$ cat config.mk
export PLATFORM = sky130hd
export DESIGN_NAME = slot_reel_engine
export DESIGN_NICKNAME = d
export VERILOG_FILES = /design/src/rtl/slot_pkg.sv /design/src/rtl/slot_reel.sv /design/src/rtl/slot_reel_engine.sv
export SDC_FILE = /design/constraint.sdc
export NUM_CORES = 1
export LEC_CHECK = 0
export CAP_MARGIN = 15
export CORE_MARGIN = 3
export CORE_UTILIZATION = 61
export CTS_CLUSTER_SIZE = 12
export DETAILED_ROUTE_END_ITERATION = 10
export PLACE_DENSITY = 0.81
export SETUP_SLACK_MARGIN = 0.5
export SLEW_MARGIN = 30
export SYNTH_ARGS = -nofsm -noshare
export SYNTH_HDL_FRONTEND = slang
export SYNTH_SLANG_ARGS = --single-unit
$ cat constraint.sdc
create_clock -name clk -period 3.45 [get_ports clk]
set_clock_uncertainty 0.05 [all_clocks]
set_input_delay 0.69 -clock clk [delete_from_list [all_inputs] [get_ports clk]]
set_output_delay 0.69 -clock clk [all_outputs]
set_load 0.02 [all_outputs]
$ cat src/rtl/slot_pkg.sv
// Shared types and constants for the slot reel engine: FSM states, LFSR
// parameters and small BCD helpers.
package slot_pkg;

    typedef enum logic [2:0] {
        IDLE,
        SPIN_UP,
        SPIN_DOWN,
        STOPPING,
        EVAL
    } slot_state_e;

    localparam logic [15:0] LFSR_SEED = 16'hACE1;
    // Fibonacci taps 16,14,13,11 expressed as a bit mask over lfsr[15:0]
    localparam logic [15:0] LFSR_TAPS = 16'hB400;
    localparam logic [3:0]  BCD_MAX   = 4'd9;

    function automatic logic [15:0] lfsr_next(input logic [15:0] s);
        return {s[14:0], ^(s & LFSR_TAPS)};
    endfunction

    function automatic logic [3:0] bcd_mod10(input logic [3:0] n);
        return (n > BCD_MAX) ? n - 4'd10 : n;
    endfunction

endpackage

$ cat src/rtl/slot_reel.sv
// One decimal reel: speed accumulator, digit advance with 9->0 wrap and the
// stopped flag. Seeding overrides everything else in the same cycle.
module slot_reel
    import slot_pkg::*;
#(
    parameter int MAX_SPEED = 15
) (
    input  logic       clk,
    input  logic       rst_n,
    input  logic       seed,
    input  logic [3:0] seed_digit,
    input  logic       tick,
    input  logic [7:0] speed,
    input  logic       stop,
    input  logic       clr_stop,
    output logic [3:0] digit,
    output logic       stopped
);
    logic [7:0] acc;
    logic [8:0] acc_sum;
    logic       wrap;

    // Nine bits so acc + speed cannot overflow before the MAX_SPEED compare
    assign acc_sum = {1'b0, acc} + {1'b0, speed};
    assign wrap    = (acc_sum >= 9'(MAX_SPEED));

    always_ff @(posedge clk or negedge rst_n) begin
        if (!rst_n) begin
            digit   <= '0;
            acc     <= '0;
            stopped <= 1'b1;
        end else if (seed) begin
            digit   <= seed_digit;
            acc     <= '0;
            stopped <= 1'b0;
        end else begin
            if (tick && !stopped) begin
                acc <= wrap ? 8'(acc_sum - 9'(MAX_SPEED)) : acc_sum[7:0];
                if (wrap)
                    digit <= (digit == BCD_MAX) ? 4'd0 : digit + 4'd1;
            end
            if (clr_stop)
                stopped <= 1'b0;
            else if (stop)
                stopped <= 1'b1;
        end
    end

endmodule

$ cat src/rtl/slot_reel_engine.sv
// N-reel slot spin engine: start synchroniser, free-running LFSR, frame divider,
// spin FSM and result evaluation around an array of slot_reel instances.
module slot_reel_engine
    import slot_pkg::*;
#(
    parameter int NUM_REELS = 3,
    parameter int FRAME_DIV = 50000,
    parameter int MAX_SPEED = 15,
    parameter int STAGGER   = 8,
    parameter int WINCNT_W  = 8
) (
    input  logic                   clk,
    input  logic                   rst_n,
    input  logic                   start,
    output logic [4*NUM_REELS-1:0] digits,
    output logic [NUM_REELS-1:0]   stopped,
    output logic [7:0]             speed,
    output logic                   pause,
    output logic                   won,
    output logic                   pair,
    output logic [WINCNT_W-1:0]    win_cnt
);
    localparam int FD_W = (FRAME_DIV > 1) ? $clog2(FRAME_DIV) : 1;
    localparam int SC_W = 16;

    slot_state_e               state, state_nxt;
    logic                      start_meta, start_s, start_d, start_rise;
    logic [15:0]               lfsr;
    logic [FD_W-1:0]           fcnt;
    logic                      tick, enter_stop;
    logic [SC_W-1:0]           scnt, scnt_inc;
    logic [NUM_REELS-1:0]      stop_req;
    logic [NUM_REELS-1:0][3:0] dig;
    logic                      seed, clr_stop, spd_inc, spd_dec, do_eval;
    logic                      all_eq, any_pair;

    always_ff @(posedge clk or negedge rst_n) begin
        if (!rst_n) begin
            start_meta <= 1'b0;
            start_s    <= 1'b0;
            start_d    <= 1'b0;
            lfsr       <= LFSR_SEED;
        end else begin
            start_meta <= start;
            start_s    <= start_meta;
            start_d    <= start_s;
            lfsr       <= lfsr_next(lfsr);
        end
    end
    assign start_rise = start_s & ~start_d;

    assign tick = (state != IDLE) && (fcnt == FD_W'(FRAME_DIV - 1));

    // Divider restarts on every entry to SPIN_UP so the first speed step is a full frame away
    always_ff @(posedge clk or negedge rst_n) begin
        if (!rst_n)
            fcnt <= '0;
        else if (state == IDLE || tick || (state_nxt == SPIN_UP && state != SPIN_UP))
            fcnt <= '0;
        else
            fcnt <= fcnt + 1'b1;
    end

    always_ff @(posedge clk or negedge rst_n) begin
        if (!rst_n) state <= IDLE;
        else        state <= state_nxt;
    end

    assign enter_stop = (state == SPIN_DOWN) && !start_s && tick && (speed == 8'd1);

    always_comb begin
        state_nxt = state;
        case (state)
            IDLE:      if (start_rise) state_nxt = SPIN_UP;
            SPIN_UP:   if (!start_s)   state_nxt = SPIN_DOWN;
            SPIN_DOWN: begin
                if (start_s)         state_nxt = SPIN_UP;
                else if (enter_stop) state_nxt = STOPPING;
            end
            STOPPING: begin
                if (start_rise)                   state_nxt = SPIN_UP;
                else if (&(stopped | stop_req))   state_nxt = EVAL;
            end
            EVAL:      state_nxt = IDLE;
            default:   state_nxt = IDLE;
        endcase
    end

    always_comb begin
        seed     = 1'b0;
        clr_stop = 1'b0;
        spd_inc  = 1'b0;
        spd_dec  = 1'b0;
        do_eval  = 1'b0;
        case (state)
            IDLE:      seed     = start_rise;
            SPIN_UP:   spd_inc  = tick && (speed < 8'(MAX_SPEED));
            SPIN_DOWN: spd_dec  = tick && (speed > 8'd1);
            STOPPING:  clr_stop = start_rise;
            EVAL:      do_eval  = 1'b1;
            default:   ;
        endcase
    end

    assign scnt_inc = scnt + 1'b1;

    always_ff @(posedge clk or negedge rst_n) begin
        if (!rst_n)
            scnt <= '0;
        else if (enter_stop)
            scnt <= '0;
        else if (state == STOPPING && tick)
            scnt <= scnt_inc;
    end

    always_ff @(posedge clk or negedge rst_n) begin
        if (!rst_n) begin
            speed   <= '0;
            won     <= 1'b0;
            pair    <= 1'b0;
            win_cnt <= '0;
        end else begin
            if (seed)         speed <= 8'd1;
            else if (do_eval) speed <= 8'd0;
            else if (spd_inc) speed <= speed + 8'd1;
            else if (spd_dec) speed <= speed - 8'd1;

            if (seed) begin
                won  <= 1'b0;
                pair <= 1'b0;
            end else if (do_eval) begin
                won  <= all_eq;
                pair <= !all_eq && any_pair;
                if (all_eq && win_cnt != {WINCNT_W{1'b1}})
                    win_cnt <= win_cnt + 1'b1;
            end
        end
    end

    for (genvar i = 0; i < NUM_REELS; i++) begin : g_reel
        if (i == 0) begin : g_first
            assign stop_req[i] = enter_stop;
        end else begin : g_rest
            assign stop_req[i] = (state == STOPPING) && tick && !start_rise &&
                                 (scnt_inc == SC_W'(i * STAGGER));
        end

        slot_reel #(.MAX_SPEED(MAX_SPEED)) u_reel (
            .clk        (clk),
            .rst_n      (rst_n),
            .seed       (seed),
            .seed_digit (bcd_mod10(lfsr[4*(i%4) +: 4])),
            .tick       (tick),
            .speed      (speed),
            .stop       (stop_req[i]),
            .clr_stop   (clr_stop),
            .digit      (dig[i]),
            .stopped    (stopped[i])
        );
    end

    always_comb begin
        all_eq   = 1'b1;
        any_pair = 1'b0;
        for (int i = 1; i < NUM_REELS; i++) begin
            if (dig[i] != dig[0])   all_eq   = 1'b0;
            if (dig[i] == dig[i-1]) any_pair = 1'b1;
        end
    end

    assign digits = dig;
    assign pause  = (state == IDLE);

endmodule
# Word-level counts from Yosys, hierarchy flattened
# Cells that the tools add are included.
word_totals:
  register_bits: 111
  inputBits: 3
  output_inout_bits: 34
  elab_cells: 171
op_classes:
  n_addsub: 17
  magnitude_cmp: 8
  n_eq_ne: 18
  n_mux: 60
  n_bitwise: 4
  reduce_logical: 44
ops:
  columns: ["cell", "count"]
  rows:
  - ["2-to-1 mux 8 bit", 13]
  - ["2-to-1 mux 4 bit", 15]
  - ["2-to-1 mux 16 bit", 3]
  - ["adder 16 x 1 -> 16 bit, second input constant", 2]
  - ["adder 8 x 8 -> 9 bit", 3]
  - ["greater-or-equal comparator 9 x 4 -> 1 bit, second input constant", 3]
  - ["subtractor 8 x 4 -> 8 bit, second input constant", 3]
  - ["2-to-1 mux 1 bit", 22]
  - ["2-to-1 mux 3 bit", 6]
  - ["adder 8 x 1 -> 8 bit, second input constant", 2]
  - ["== test 16 bit, second input constant", 1]
  - ["== test 16 x 4 -> 1 bit, second input constant", 1]
  - ["== test 16 x 5 -> 1 bit, second input constant", 1]
  - ["logical AND 1 bit", 16]
  - ["nonzero test 2 bit", 8]
  - ["parity 16 bit", 1]
  - ["adder 4 x 1 -> 4 bit, second input constant", 3]
  - ["== test 4 bit, second input constant", 3]
  - ["greater-than comparator 4 bit, second input constant", 3]
  - ["case mux 3 bit (4 select lines)", 1]
  - ["nonzero test 3 bit", 4]
  - ["subtractor 4 bit, second input constant", 3]
  - ["== test 4 bit", 2]
  - ["== test 8 x 1 -> 1 bit, second input constant", 1]
  - ["other kinds (18)", 31]

# Logic depth before layout (Yosys ltp)
# Gate-level depths: netlist of the first run.
depth:
  depth_word: 14
  ltp_mapped: 10
  ltp_nobuf: 9

# Cells and area by module
# Synthesis of the first run repeated with hierarchy kept, for this count alone.
unflattened:
  cells_unflattened: 825
  area_unflattened_um2: 7641.1
modules_own_cells:
  columns: ["module", "n_inst", "cells_per_inst", "area_each_um2", "seq_area_each_um2"]
  rows:
  - ["slot_reel_engine", 1, 408, 3973.8, 1811.7]
  - ["slot_reel", 3, 139, 1222.4, 326.6]

# Worst setup path before layout of the first run
# No wires, ideal clock.
synth_timing:
  kind: "register to register"
  from: "reg speed[0]"
  to: "reg g_reel[2].u_reel.acc[4]"
  setup_time_ps: 126
  arrival_ps: 2915
  path_slack_ps: 359
  path_stages_with_launch: 10
  period_less_slack_ps: 3091
  path_cell_list: "dfrtp_1 ha_1 fa_1 a211o_1 a2111oi_2 a211oi_1 a31oi_4 nand3_2 and3_1 a311o_1"
synth_via:
  elab_chain_len: 5
synth_lines:
  columns: ["element", "line", "rtl"]
  rows:
  - ["start: declaration", "slot_reel_engine.sv:17", "output logic [7:0] speed,"]
  - ["start signal: assignment", "slot_reel_engine.sv:125", "else if (spd_inc) speed <= speed + 8'd1;"]
  - ["start signal: assignment", "slot_reel_engine.sv:126", "else if (spd_dec) speed <= speed - 8'd1;"]
  - ["adder 8 x 8 -> 9 bit *", "slot_reel.sv:24", "assign acc_sum = {1'b0, acc} + {1'b0, speed};"]
  - ["subtractor 8 x 4 -> 8 bit or greater-or-equal comparator 9 x 4 -> 1 bit (tied branches)", "slot_reel.sv:38, slot_reel.sv:25", null]
  - ["2-to-1 mux 8 bit *", "slot_reel.sv:38", "acc <= wrap ? 8'(acc_sum - 9'(MAX_SPEED)) : acc_sum[7:0];"]
  - ["2-to-1 mux 8 bit *", "slot_reel.sv:37", "if (tick && !stopped) begin"]
  - ["2-to-1 mux 8 bit *", "slot_reel.sv:32", "end else if (seed) begin"]
  - ["end signal: assignment", "slot_reel.sv:38", null]
  - ["end: declaration", "slot_reel.sv:19", "logic [7:0] acc;"]
# Every way passes the cells marked *; elsewhere a longest branch is shown, timed or not. The select of a mux whose other input is x is not followed.
# A chain may end at the register's enable or synchronous reset.

# Final worst setup path of the first run
layout_timing:
  from: "reg speed[0]"
  to: "reg g_reel[1].u_reel.acc[1]"
layout_via:
  elab_chain_len: 5
layout_lines:
  columns: ["element", "line"]
  rows:
  - ["adder 8 x 8 -> 9 bit *", "slot_reel.sv:24"]
  - ["subtractor 8 x 4 -> 8 bit or greater-or-equal comparator 9 x 4 -> 1 bit (tied branches)", "slot_reel.sv:38, slot_reel.sv:25"]
  - ["2-to-1 mux 8 bit *", "slot_reel.sv:38"]
  - ["2-to-1 mux 8 bit *", "slot_reel.sv:37"]
  - ["2-to-1 mux 8 bit *", "slot_reel.sv:32"]
  - ["end signal: assignment", "slot_reel.sv:38"]
  - ["end: declaration", "slot_reel.sv:19"]
# Marked as above.

==> out/results.tsv, run 1 <==
stage	metric	value	unit
run_status	status	finished, final reports clean	
pwr	Pleak	3.83	nW
critical_path	CP Cell Sequence	ha_2 > fa_2 > a211oi_4 > nor2_2 > o41ai_2 > nand3b_1 > or3_4 > buf_4 > mux2i_1 > o21ai_0	
logic_synthesis	syn avg cell area	9.19	um^2
global_route	gr usage total	28.3	%
drt	DR WL/cell	19.1	um
drt	first-pass iteration count of the detailed router	5	
logic_synthesis	yosys warns	0	
global_route	vias in the first global route	6258	
floorplanning	Die Width	117	um
drt	DRT iter0 DRCs	635	
critical_path	Reg2Reg Depth	10	
global_route	met3 Use GR	6.17	%
logic_synthesis	post-synth cell types	82	
sta	max_slew headroom	42.3	%
sta	minimum clock period	3120	ps
global_route	grt ovf	0	
flow_run	max-cap violations	0	
floorplanning	die footprint	0.0136	mm^2
logic_synthesis	Post-synth EDFFs	0	
sta	period utilization	90.5	%
critical_path	critical path peak fanout	5	
critical_path	R2R setup slack	330	ps
final_layout	area delta synth->final	17.6	%
global_route	met1 track demand over resource	38.5	%
drt	Total Wirelength	19300	um
floorplanning	total I/O pin count	37	
critical_path	Critical R2R Capture	g_reel[1].u_reel.acc[1]$_DFFE_PN0P_	
global_route	Global Route met2 Usage	45.8	%
cts	CTS sink count	111	
logic_synthesis	syn_nets	854	
critical_path	CP max stage cell	dfrtp_2	
logic_synthesis	Synth area leaders	dfrtp_1 34%, ha_1 6.2%, xnor2_1 5.4%	
global_route	first-pass GRT wire length	30800	um
logic_synthesis	FF+latch count, synth	111	
min_path	Hold Crit Class	primary input to async pin	
cts	TritonCTS clock tree	yes	
sta	maximum clock frequency	320	MHz
cts	Worst-Skew Late Latency	360	ps
critical_path	Crit Reg-Reg Startpoint	speed[0]$_DFFE_PN0P_	
final_layout	n_diodes	0	
logic_synthesis	Cells after Synth	811	
drt	DR DRC count	0	
sta	unrepaired setup endpoints after global routing	yes	
sta	Fin. Hold Viols	0	
logic_synthesis	Primary FF master, synth	dfrtp_1	
sta	Least-Margin Pin Slew	859	ps
cts	Reg clk slew, reported paths	80	ps
critical_path	critical path required time	3670	ps
global_route	largest net degree at the start of global routing	50	
critical_path	Setup crit end kind	flop	
sta	final worst setup slack	327	ps
pwr	pwr dens	360	mW/mm^2
placement	Final GP Congestion	0.889	
critical_path	data arrival time of the worst path	3340	ps
cts	clock root buffer	clkbuf_16	
critical_path	CP max stage delay	470	ps
logic_synthesis	synthesized area	0.00746	mm^2
drt	via/cell ratio	6.56	
floorplanning	num rows	39	
pwr	Max VDD drop	518	uV
cts	H-tree Lvls	3	
placement	detailed placement HPWL	12800	um
final_layout	most frequent cells in the layout	93 x dfrtp_1, 73 x nor2_1, 61 x nand3_1	
critical_path	startpoint types	flop	
global_route	antenna violations before repair	0	
critical_path	crit path kind	flop to flop	
cts	CTS buffer count	9	
floorplanning	die outline height	117	um
floorplanning	Initial Util	63.9	%
final_layout	layout cells sized above 1	18.2	%
drt	Final ANT Viol Nets	0	
final_layout	post-layout instance area	0.00877	mm^2
sta	setup TNS	0	ps
logic_synthesis	register area share after synthesis	37.4	%
drt	via count	6620	
placement	Area after DPL	0.00787	mm^2
logic_synthesis	Async S/R FF share, synth	100	%
final_layout	most common cell after layout, fill and taps aside	dfrtp_1	
global_route	GRT Max-Usage Layer	met2	
sta	pins over their slew limit	0	
floorplanning	Core Box Area	0.0117	mm^2
placement	dpl ws	167	ps
cts	CTS max path bufs	2	
sta	Setup Viol. Count Final	0	
final_layout	NumNets Final	904	
logic_synthesis	leading area contributor after synthesis	dfrtp_1	
placement	number of buffers added on ports	36	
logic_synthesis	Yosys top cell area share	33.6	%
cts	Hold-fix buffers, CTS	0	
[how the worst max path moves through the flow]
stage | from | end | slack (ps)
floorplan | speed[0]$_DFFE_PN0P_ | g_reel[2].u_reel.digit[2]$_DFFE_PN0P_ | 470
global placement | speed[0]$_DFFE_PN0P_ | g_reel[1].u_reel.acc[2]$_DFFE_PN0P_ | 260
detailed placement | speed[0]$_DFFE_PN0P_ | g_reel[1].u_reel.acc[2]$_DFFE_PN0P_ | 170
CTS | speed[0]$_DFFE_PN0P_ | g_reel[2].u_reel.digit[2]$_DFFE_PN0P_ | 420
global route | speed[0]$_DFFE_PN0P_ | g_reel[1].u_reel.acc[2]$_DFFE_PN0P_ | 280
finish | speed[0]$_DFFE_PN0P_ | g_reel[1].u_reel.acc[1]$_DFFE_PN0P_ | 330
[what timing repair did]
item	4_1_cts	5_1_grt
pin swaps	15	17
resized for setup	19	47
setup buffers	18	16
cloned	0	1
setup endpoints to repair	32	41
[routing by layer]
| metal | routed length, um | vias up |
|---|---|---|
| met5 | 0 | - |
| met4 | 470 | 0 |
| met3 | 1320 | 53 |
| met2 | 9340 | 274 |
| met1 | 8180 | 3238 |
| li1 | - | 3055 |
[kinds of logic after synthesis]
group                      share of synthesized area [%]
buffers and inverters                               4.20
DFF                                                 37.4
adders and majority gates                           7.01
and+or+nand+nor                                     23.7
muxes                                               1.49
AOI/OAI and AO/OA                                   17.0
xor gates and xnor gates                            9.16
[registers in the layout, indices dropped and copies added (netlist names)]
| signal | count |
|---|---|
| fcnt | 16 |
| g_reel.u_reel.acc | 24 |
| g_reel.u_reel.digit | 12 |
| g_reel.u_reel.stopped | 3 |
| lfsr | 16 |
| pair | 1 |
| scnt | 16 |
| speed | 8 |
| start_d | 1 |
| start_meta | 1 |
| start_s | 1 |
| state | 3 |
| win_cnt | 8 |
| won | 1 |
[cell type report]
| type | instances | area, um^2 |
|---|---|---|
| Multi-Input combinational cell | 634 | 4680 |
| Fill cell | 773 | 2890 |
| Sequential cell | 111 | 2800 |
| Timing Repair Buffer | 80 | 704 |
| Clock buffer | 9 | 225 |
| Tap cell | 143 | 179 |
| Inverter | 25 | 93.8 |
| Clock inverter | 7 | 88.8 |
[power breakdown]
| part | switching (mW) | internal, mW | total [mW] |
|---|---|---|---|
| logic | 0.335 | 0.231 | 0.566 |
| clock network | 0.520 | 0.584 | 1.10 |
| registers | 0.133 | 1.36 | 1.49 |
[worst max-delay path: cells and delay by family (launching register included)]
kind	cells	cell delay, ps
AO/OA/AOI/OAI	3	780
AND/OR/NAND/NOR	3	830
adder cells (fa/ha/maj)	2	630
multiplexers	1	110
flip-flops	1	470
buffers and inverters	1	160
[through the flow]
step	total power [mW]	hold WS, ps	instances	utilization, %
finish	3.16	262	1009	75.2
global placement	2.03	285	958	67.5
global route	3.30	304	1009	75.2
floorplan	1.85	281	811	-
CTS	3.15	279	992	72.2
detailed placement	2.05	289	958	67.5
[cells in the mapped netlist (4+ instances only)]
cell and count:
nand2b_1 4, nor2b_1 5, or3_1 12, inv_1 25, a211o_1 4, a31oi_1 12
nand3b_1 6, nor3_1 29, xnor2_1 46, a22oi_1 5, xor2_1 32, o31ai_1 8
and3_1 21, dfrtp_1 100, nand4_1 20, a31o_2 4, o211ai_1 6, ha_1 37
o21ai_0 38, nor4_1 8, nand2_1 48, o21a_1 6, buf_4 4, nand3_1 61
buf_2 5, a21oi_1 33, nor2_1 76, and2_1 4, clkbuf_1 26, mux2i_1 10
or2_2 8, a211oi_1 9, a21o_1 10, dfstp_2 11
No activity file was read; power rests on OpenSTA's default activity.
==> inputs of run 2 (changes only) <==
--- a/config.mk
+++ b/config.mk
@@ -7,10 +7,10 @@
 export LEC_CHECK = 0
 export CAP_MARGIN = 15
 export CORE_MARGIN = 3
-export CORE_UTILIZATION = 61
+export CORE_UTILIZATION = 66
 export CTS_CLUSTER_SIZE = 12
 export DETAILED_ROUTE_END_ITERATION = 10
-export PLACE_DENSITY = 0.81
+export PLACE_DENSITY = 0.86
 export SETUP_SLACK_MARGIN = 0.5
 export SLEW_MARGIN = 30
 export SYNTH_ARGS = -nofsm -noshare
==> constraint.sdc (replaced) <==
create_clock -name clk -period 3.85 [get_ports clk]
set_clock_uncertainty 0.05 [all_clocks]
set_input_delay 0.77 -clock clk [delete_from_list [all_inputs] [get_ports clk]]
set_output_delay 0.77 -clock clk [all_outputs]
set_load 0.02 [all_outputs]
==> out/results.tsv, run 2 (synthesized netlist as in run 1, its figures left out) <==
stage	metric	value	unit	change
cts	clock root buffer	clkbuf_16		unchanged
final_layout	Largest Register	g_reel.u_reel.acc		unchanged
pwr	Clk pwr share	33.8	%	was 35.0%
global_route	gr usage total	27.3	%	was 28.3%
placement	dpl ws	414	ps	was 167 ps
critical_path	crit path kind	flop to flop		unchanged
floorplanning	die outline height	112	um	was 117 um
sta	Fin. Hold Viols	0		unchanged
pwr	Internal Power	1.92	mW	was 2.17 mW
placement	Cells after DPL	952		was 958
final_layout	area delta synth->final	9.93	%	was 17.6%
drt	Final ANT Viol Nets	0		unchanged
sta	Setup Viol. Count Final	0		unchanged
pwr	Overall Power	2.73	mW	was 3.16 mW
critical_path	Setup crit end kind	flop		unchanged
global_route	grt ovf	0		unchanged
drt	via count	6361		was 6620
critical_path	CP Buf/Inv Count	1		unchanged
floorplanning	Die Width	112	um	was 117 um
pwr	Sw Ratio	29.7	%	was 31.3%
cts	H-tree Lvls	3		unchanged
global_route	first-pass GRT wire length	28200	um	was 30800 um
cts	Worst-Skew Late Latency	370	ps	was 360 ps
min_path	Hold Crit Class	flop to flop		was primary input to async pin
critical_path	R2R setup slack	580	ps	was 330 ps
cts	TritonCTS clock tree	yes		unchanged
floorplanning	num rows	38		was 39
flow_run	max-cap violations	0		unchanged
floorplanning	Initial Util	68.2	%	was 63.9%
final_layout	NumNets Final	873		was 904
final_layout	n_diodes	0		unchanged
critical_path	CP Cell Sequence	ha_1 > fa_1 > a211oi_2 > buf_4 > nor2_1 > o41ai_2 > nand3b_1 > or3_4 > and3_1 > o31ai_1		was ha_2 > fa_2 > a211oi_4 > nor2_2 > o41ai_2 > nand3b_1 > or3_4 > buf_4 > mux2i_1 > o21ai_0
drt	DRT iter0 DRCs	560		was 635
critical_path	CP max stage cell	dfrtp_2		unchanged
critical_path	CP max stage delay	470	ps	about the same
cts	Reg clk slew, reported paths	70	ps	was 80 ps
sta	Least-Margin Pin Slew	950	ps	was 859 ps
sta	period utilization	84.9	%	was 90.5%
placement	number of buffers added on ports	36		unchanged
sta	final worst setup slack	581	ps	was 327 ps
drt	via/cell ratio	6.52		was 6.56
critical_path	critical path peak fanout	7		was 5
cts	Hold-fix buffers, CTS	0		unchanged
sta	setup TNS	0	ps	unchanged
final_layout	most common cell after layout, fill and taps aside	dfrtp_1		unchanged
floorplanning	total I/O pin count	37		unchanged
final_layout	max FFs per register	24		unchanged
drt	first-pass iteration count of the detailed router	5		unchanged
critical_path	startpoint types	flop		unchanged
placement	Area after DPL	0.00782	mm^2	was 0.00787 mm^2
sta	pins over their slew limit	0		unchanged
critical_path	critical path required time	4070	ps	was 3670 ps
pwr	Logic pwr share	17.7	%	was 17.9%
floorplanning	Core Box Area	0.0109	mm^2	was 0.0117 mm^2
global_route	antenna violations before repair	0		unchanged
global_route	vias in the first global route	5938		was 6258
cts	CTS buffer count	9		unchanged
sta	minimum clock period	3270	ps	was 3120 ps
final_layout	post-layout instance area	0.00820	mm^2	was 0.00877 mm^2
pwr	pwr dens	333	mW/mm^2	was 360 mW/mm^2
final_layout	Final Non-Filler Cells	975		was 1009
pwr	Max VDD drop	318	uV	was 518 uV
drt	Total Wirelength	17000	um	was 19300 um
sta	maximum clock frequency	306	MHz	was 320 MHz
placement	Final GP Congestion	0.941		was 0.889
drt	DR WL/cell	17.5	um	was 19.1 um
drt	DR DRC count	0		unchanged
global_route	largest net degree at the start of global routing	75		was 50
pwr	Net Switching	0.810	mW	was 0.988 mW
run_status	status	finished, final reports clean		unchanged
pwr	register share of total power	48.5	%	was 47.1%
cts	CTS sink count	111		unchanged
cts	CTS max path bufs	2		unchanged
pwr	Pleak	3.66	nW	was 3.83 nW
sta	max_slew headroom	35.7	%	was 42.3%
critical_path	data arrival time of the worst path	3490	ps	was 3340 ps
final_layout	most frequent cells in the layout	98 x dfrtp_1, 76 x nor2_1, 61 x nand3_1		was 93 x dfrtp_1, 73 x nor2_1, 61 x nand3_1
final_layout	layout cells sized above 1	9.58	%	was 18.2%
sta	unrepaired setup endpoints after global routing	no		was yes
placement	detailed placement HPWL	12000	um	was 12800 um
floorplanning	die footprint	0.0126	mm^2	was 0.0136 mm^2
critical_path	delay-heaviest family, CP	simple AND/OR/NAND/NOR gates		unchanged
[run 2: changes by cell type in the layout (fill, tap and decap cells not counted), sizes merged]
cell	delta
buf	-32
clkbuf	+4
clkinvlp	+1
inv	-4
[run 2: metal layers]
metal	part of all wire, %	vias to the layer above	global-route usage, %
met2	48	222	44.1
met1	43	3085	36.4
li1	-	3007	-
met4	2.3	0	8.57
met3	6.6	47	6.95
met5	0	-	0
[run 2: per-stage QoR]
step	hold slack (ps)	utilization, %
finish	304	75.0
CTS	306	74.2
detailed placement	290	71.5
global placement	287	71.5
global route	310	75.0
floorplan	281	-
[run 2: worst paths after layout]
path / from / end / depth (start not counted)
min in group asynchronous: rst_n / win_cnt[6]$_DFFE_PN0P_ / 1
hold / removal: start_meta$_DFF_PN0_ / start_s$_DFF_PN0_ / 0
max in group asynchronous: rst_n / scnt[8]$_DFFE_PN0P_ / 2
setup / recovery: speed[0]$_DFFE_PN0P_ / g_reel[1].u_reel.acc[2]$_DFFE_PN0P_ / 10
hold reg to reg: start_meta$_DFF_PN0_ / start_s$_DFF_PN0_ / 0
setup reg to reg: speed[0]$_DFFE_PN0P_ / g_reel[1].u_reel.acc[2]$_DFFE_PN0P_ / 10
[run 2: power groups by stage]
stage / registers, mW / logic (mW) / clock network (mW)
floorplan: 1.31 / 0.353 / 0
global placement: 1.34 / 0.460 / 0
detailed placement: 1.34 / 0.480 / 0
CTS: 1.32 / 0.482 / 0.929
global route: 1.33 / 0.534 / 0.983
finish: 1.32 / 0.484 / 0.920
[run 2: repair_timing]
action                                  4_1_cts  5_1_grt
endpoints found under the setup margin        3       19
resized for setup                             1        7
pin swaps                                     0        4
cloned                                        0        1
setup buffers                                 0        6
[run 2: area by class of cell]
type | instances | area (um^2)
multi-input combinational | 634 | 4390
sequential | 111 | 2790
fill | 776 | 2740
timing repair buffer | 49 | 457
clock buffer | 12 | 236
tap | 140 | 175
inverter | 25 | 93.8
clock inverter | 4 | 47.5
==> inputs of run 3 (changes only) <==
--- a/config.mk
+++ b/config.mk
@@ -7,10 +7,10 @@
 export LEC_CHECK = 0
 export CAP_MARGIN = 15
 export CORE_MARGIN = 3
-export CORE_UTILIZATION = 66
+export CORE_UTILIZATION = 55
 export CTS_CLUSTER_SIZE = 12
 export DETAILED_ROUTE_END_ITERATION = 10
-export PLACE_DENSITY = 0.86
+export PLACE_DENSITY = 0.77
 export SETUP_SLACK_MARGIN = 0.5
 export SLEW_MARGIN = 30
 export SYNTH_ARGS = -nofsm -noshare
==> constraint.sdc (replaced) <==
create_clock -name clk -period 3 [get_ports clk]
set_clock_uncertainty 0.05 [all_clocks]
set_input_delay 0.6 -clock clk [delete_from_list [all_inputs] [get_ports clk]]
set_output_delay 0.6 -clock clk [all_outputs]
set_load 0.02 [all_outputs]
==> out/results.tsv, run 3 (synthesized netlist as in run 1, its figures left out) <==
stage	metric	value	unit	change
drt	DRT iter0 DRCs	594		was 560
drt	DR DRC count	0		unchanged
critical_path	startpoint types	flop		unchanged
drt	via/cell ratio	6.26		was 6.52
final_layout	max FFs per register	24		unchanged
final_layout	n_diodes	0		unchanged
global_route	first-pass GRT wire length	32100	um	was 28200 um
floorplanning	die outline height	122	um	was 112 um
drt	DR WL/cell	18.5	um	was 17.5 um
critical_path	Crit Reg-Reg Startpoint	speed[0]$_DFFE_PN0P_		unchanged
pwr	Internal Power	2.45	mW	was 1.92 mW
global_route	gr usage total	26.8	%	was 27.3%
critical_path	Reg2Reg Depth	10		unchanged
critical_path	data arrival time of the worst path	3140	ps	was 3490 ps
global_route	largest net degree at the start of global routing	54		was 75
drt	Final ANT Viol Nets	0		unchanged
sta	Least-Margin Pin Slew	663	ps	was 950 ps
floorplanning	num rows	41		was 38
cts	H-tree Lvls	3		unchanged
critical_path	critical path required time	3170	ps	was 4070 ps
final_layout	Largest Register	g_reel.u_reel.acc		unchanged
critical_path	R2R setup slack	30	ps	was 580 ps
sta	minimum clock period	2970	ps	was 3270 ps
critical_path	Critical R2R Capture	g_reel[2].u_reel.acc[1]$_DFFE_PN0P_		was g_reel[1].u_reel.acc[2]$_DFFE_PN0P_
final_layout	most frequent cells in the layout	94 x dfrtp_1, 74 x nor2_1, 65 x buf_4		was 98 x dfrtp_1, 76 x nor2_1, 61 x nand3_1
floorplanning	Die Width	122	um	was 112 um
floorplanning	Initial Util	57.7	%	was 68.2%
critical_path	crit path kind	flop to flop		unchanged
pwr	Pleak	4.07	nW	was 3.66 nW
pwr	Net Switching	1.08	mW	was 0.810 mW
final_layout	area delta synth->final	26.0	%	was 9.93%
critical_path	critical path depth	10		unchanged
drt	via count	6729		was 6361
final_layout	NumNets Final	941		was 873
cts	CTS max path bufs	2		unchanged
drt	first-pass iteration count of the detailed router	6		was 5
global_route	antenna violations before repair	0		unchanged
sta	period utilization	98.9	%	was 84.9%
drt	Total Wirelength	19900	um	was 17000 um
critical_path	CP Cell Sequence	ha_4 > fa_2 > a211o_4 > a211o_1 > a211oi_2 > a31oi_4 > nand3_4 > buf_4 > mux2i_1 > o21ai_1		was ha_1 > fa_1 > a211oi_2 > buf_4 > nor2_1 > o41ai_2 > nand3b_1 > or3_4 > and3_1 > o31ai_1
pwr	register share of total power	48.3	%	was 48.5%
pwr	Max VDD drop	448	uV	was 318 uV
final_layout	layout cells sized above 1	24.6	%	was 9.58%
critical_path	Worst Setup EP	g_reel[2].u_reel.acc[1]$_DFFE_PN0P_		was g_reel[1].u_reel.acc[2]$_DFFE_PN0P_
placement	Final GP Congestion	0.965		was 0.941
final_layout	most common cell after layout, fill and taps aside	dfrtp_1		unchanged
flow_run	max-cap violations	0		unchanged
floorplanning	Core Box Area	0.0129	mm^2	was 0.0109 mm^2
cts	TritonCTS clock tree	yes		unchanged
run_status	status	finished, final reports clean		unchanged
sta	pins over their slew limit	0		unchanged
cts	Hold-fix buffers, CTS	0		unchanged
pwr	Sw Ratio	30.6	%	was 29.7%
critical_path	CP Buf/Inv Count	1		unchanged
pwr	Clk pwr share	32.8	%	was 33.8%
placement	number of buffers added on ports	36		unchanged
sta	unrepaired setup endpoints after global routing	yes		was no
cts	Worst-Skew Late Latency	360	ps	was 370 ps
floorplanning	die footprint	0.0150	mm^2	was 0.0126 mm^2
pwr	pwr dens	377	mW/mm^2	was 333 mW/mm^2
sta	Hold WS	98.8	ps	was 304 ps
critical_path	Setup crit end kind	flop		unchanged
floorplanning	total I/O pin count	37		unchanged
min_path	Hold Crit Class	primary input to async pin		was flop to flop
sta	maximum clock frequency	337	MHz	was 306 MHz
critical_path	CP max stage cell	dfrtp_2		unchanged
sta	Fin. Hold Viols	0		unchanged
global_route	grt ovf	0		unchanged
pwr	Logic pwr share	18.9	%	was 17.7%
final_layout	Util after Layout	72.6	%	was 75.0%
global_route	vias in the first global route	6641		was 5938
critical_path	critical path peak fanout	5		was 7
cts	CTS sink count	111		unchanged
cts	CTS buffer count	9		unchanged
cts	clock root buffer	clkbuf_16		unchanged
sta	Setup Viol. Count Final	0		unchanged
sta	max_slew headroom	55.4	%	was 35.7%
critical_path	crit path from	speed[0]$_DFFE_PN0P_		unchanged
final_layout	Filler cells	912		was 776
cts	Reg clk slew, reported paths	80	ps	was 70 ps
critical_path	delay-heaviest family, CP	compound AO/OA/AOI/OAI gates		was simple AND/OR/NAND/NOR gates
placement	detailed placement HPWL	13000	um	was 12000 um
critical_path	CP max stage delay	470	ps	about the same
[run 3: changes by cell type in the layout (fill, tap and decap cells not counted), sizes merged]
cell / previous run / this run
clkbuf: 13 / 12
or3: 13 / 12
inv: 25 / 26
buf: 13 / 83
bufinv: 1 / 0
[run 3: layout make-up]
class / instances / area [um^2] / share of cell area, %
Tap cell: 172 / 215 / 2.29
Inverter: 25 / 101 / 1.08
Sequential cell: 111 / 2800 / 29.8
Clock inverter: 4 / 30.0 / 0.320
Clock buffer: 12 / 256 / 2.73
Timing Repair Buffer: 118 / 1060 / 11.3
Multi-Input combinational cell: 633 / 4930 / 52.5
[run 3: routing by layer]
layer	vias to the layer above	global-route usage [%]	part of all wire [%]
li1	3131	-	-
met1	3285	33.6	43
met2	248	45.3	49
met3	65	4.65	4.6
met4	0	12.1	3.8
met5	-	0	0
[run 3: power groups by stage]
stage / combinational, mW / clock [mW] / sequential, mW
2_1_floorplan: 0.458 / 0 / 1.68
3_3_place_gp: 0.610 / 0 / 1.72
3_5_place_dp: 0.634 / 0 / 1.73
4_1_cts: 0.655 / 1.18 / 1.70
5_1_grt: 0.730 / 1.25 / 1.73
6_report: 0.668 / 1.16 / 1.71
[run 3: worst register-to-register path: stages (launching register included)]
cell and delay [ps]:
dfrtp_2 470, ha_4 190, fa_2 380, a211o_4 370
a211o_1 280, a211oi_2 350, a31oi_4 110, nand3_4 150
buf_4 150, mux2i_1 220, o21ai_1 100
[run 3: worst min-delay path by stage]
stage / start / endpoint / slack [ps]
finish: rst_n / g_reel[0].u_reel.acc[1]$_DFFE_PN0P_ / 100
global route: rst_n / g_reel[0].u_reel.acc[6]$_DFFE_PN0P_ / 120
CTS: rst_n / g_reel[0].u_reel.acc[6]$_DFFE_PN0P_ / 100
detailed placement: start_meta$_DFF_PN0_ / start_s$_DFF_PN0_ / 290
global placement: lfsr[14]$_DFF_PN0_ / lfsr[15]$_DFF_PN1_ / 290
floorplan: rst_n / fcnt[0]$_DFF_PN0_ / 250
[run 3: through the flow]
stage,power (mW),setup slack [ps],cells,area (um^2),setup TNS (ps)
after floorplan,2.14,122,811,7550,0
after global placement,2.33,68.0,1013,8190,0
after detailed placement,2.36,-39.2,1013,8190,-70.6
after CTS,3.54,125,1063,9040,0
after global routing,3.71,-52.2,1075,9390,-149
final,3.54,33.1,1075,9390,0
[run 3: timing repair]
action,CTS,global route
cloned,0,0
buffers inserted,34,12
resized for setup,72,50
setup endpoints to repair,62,54
pin swaps,37,27
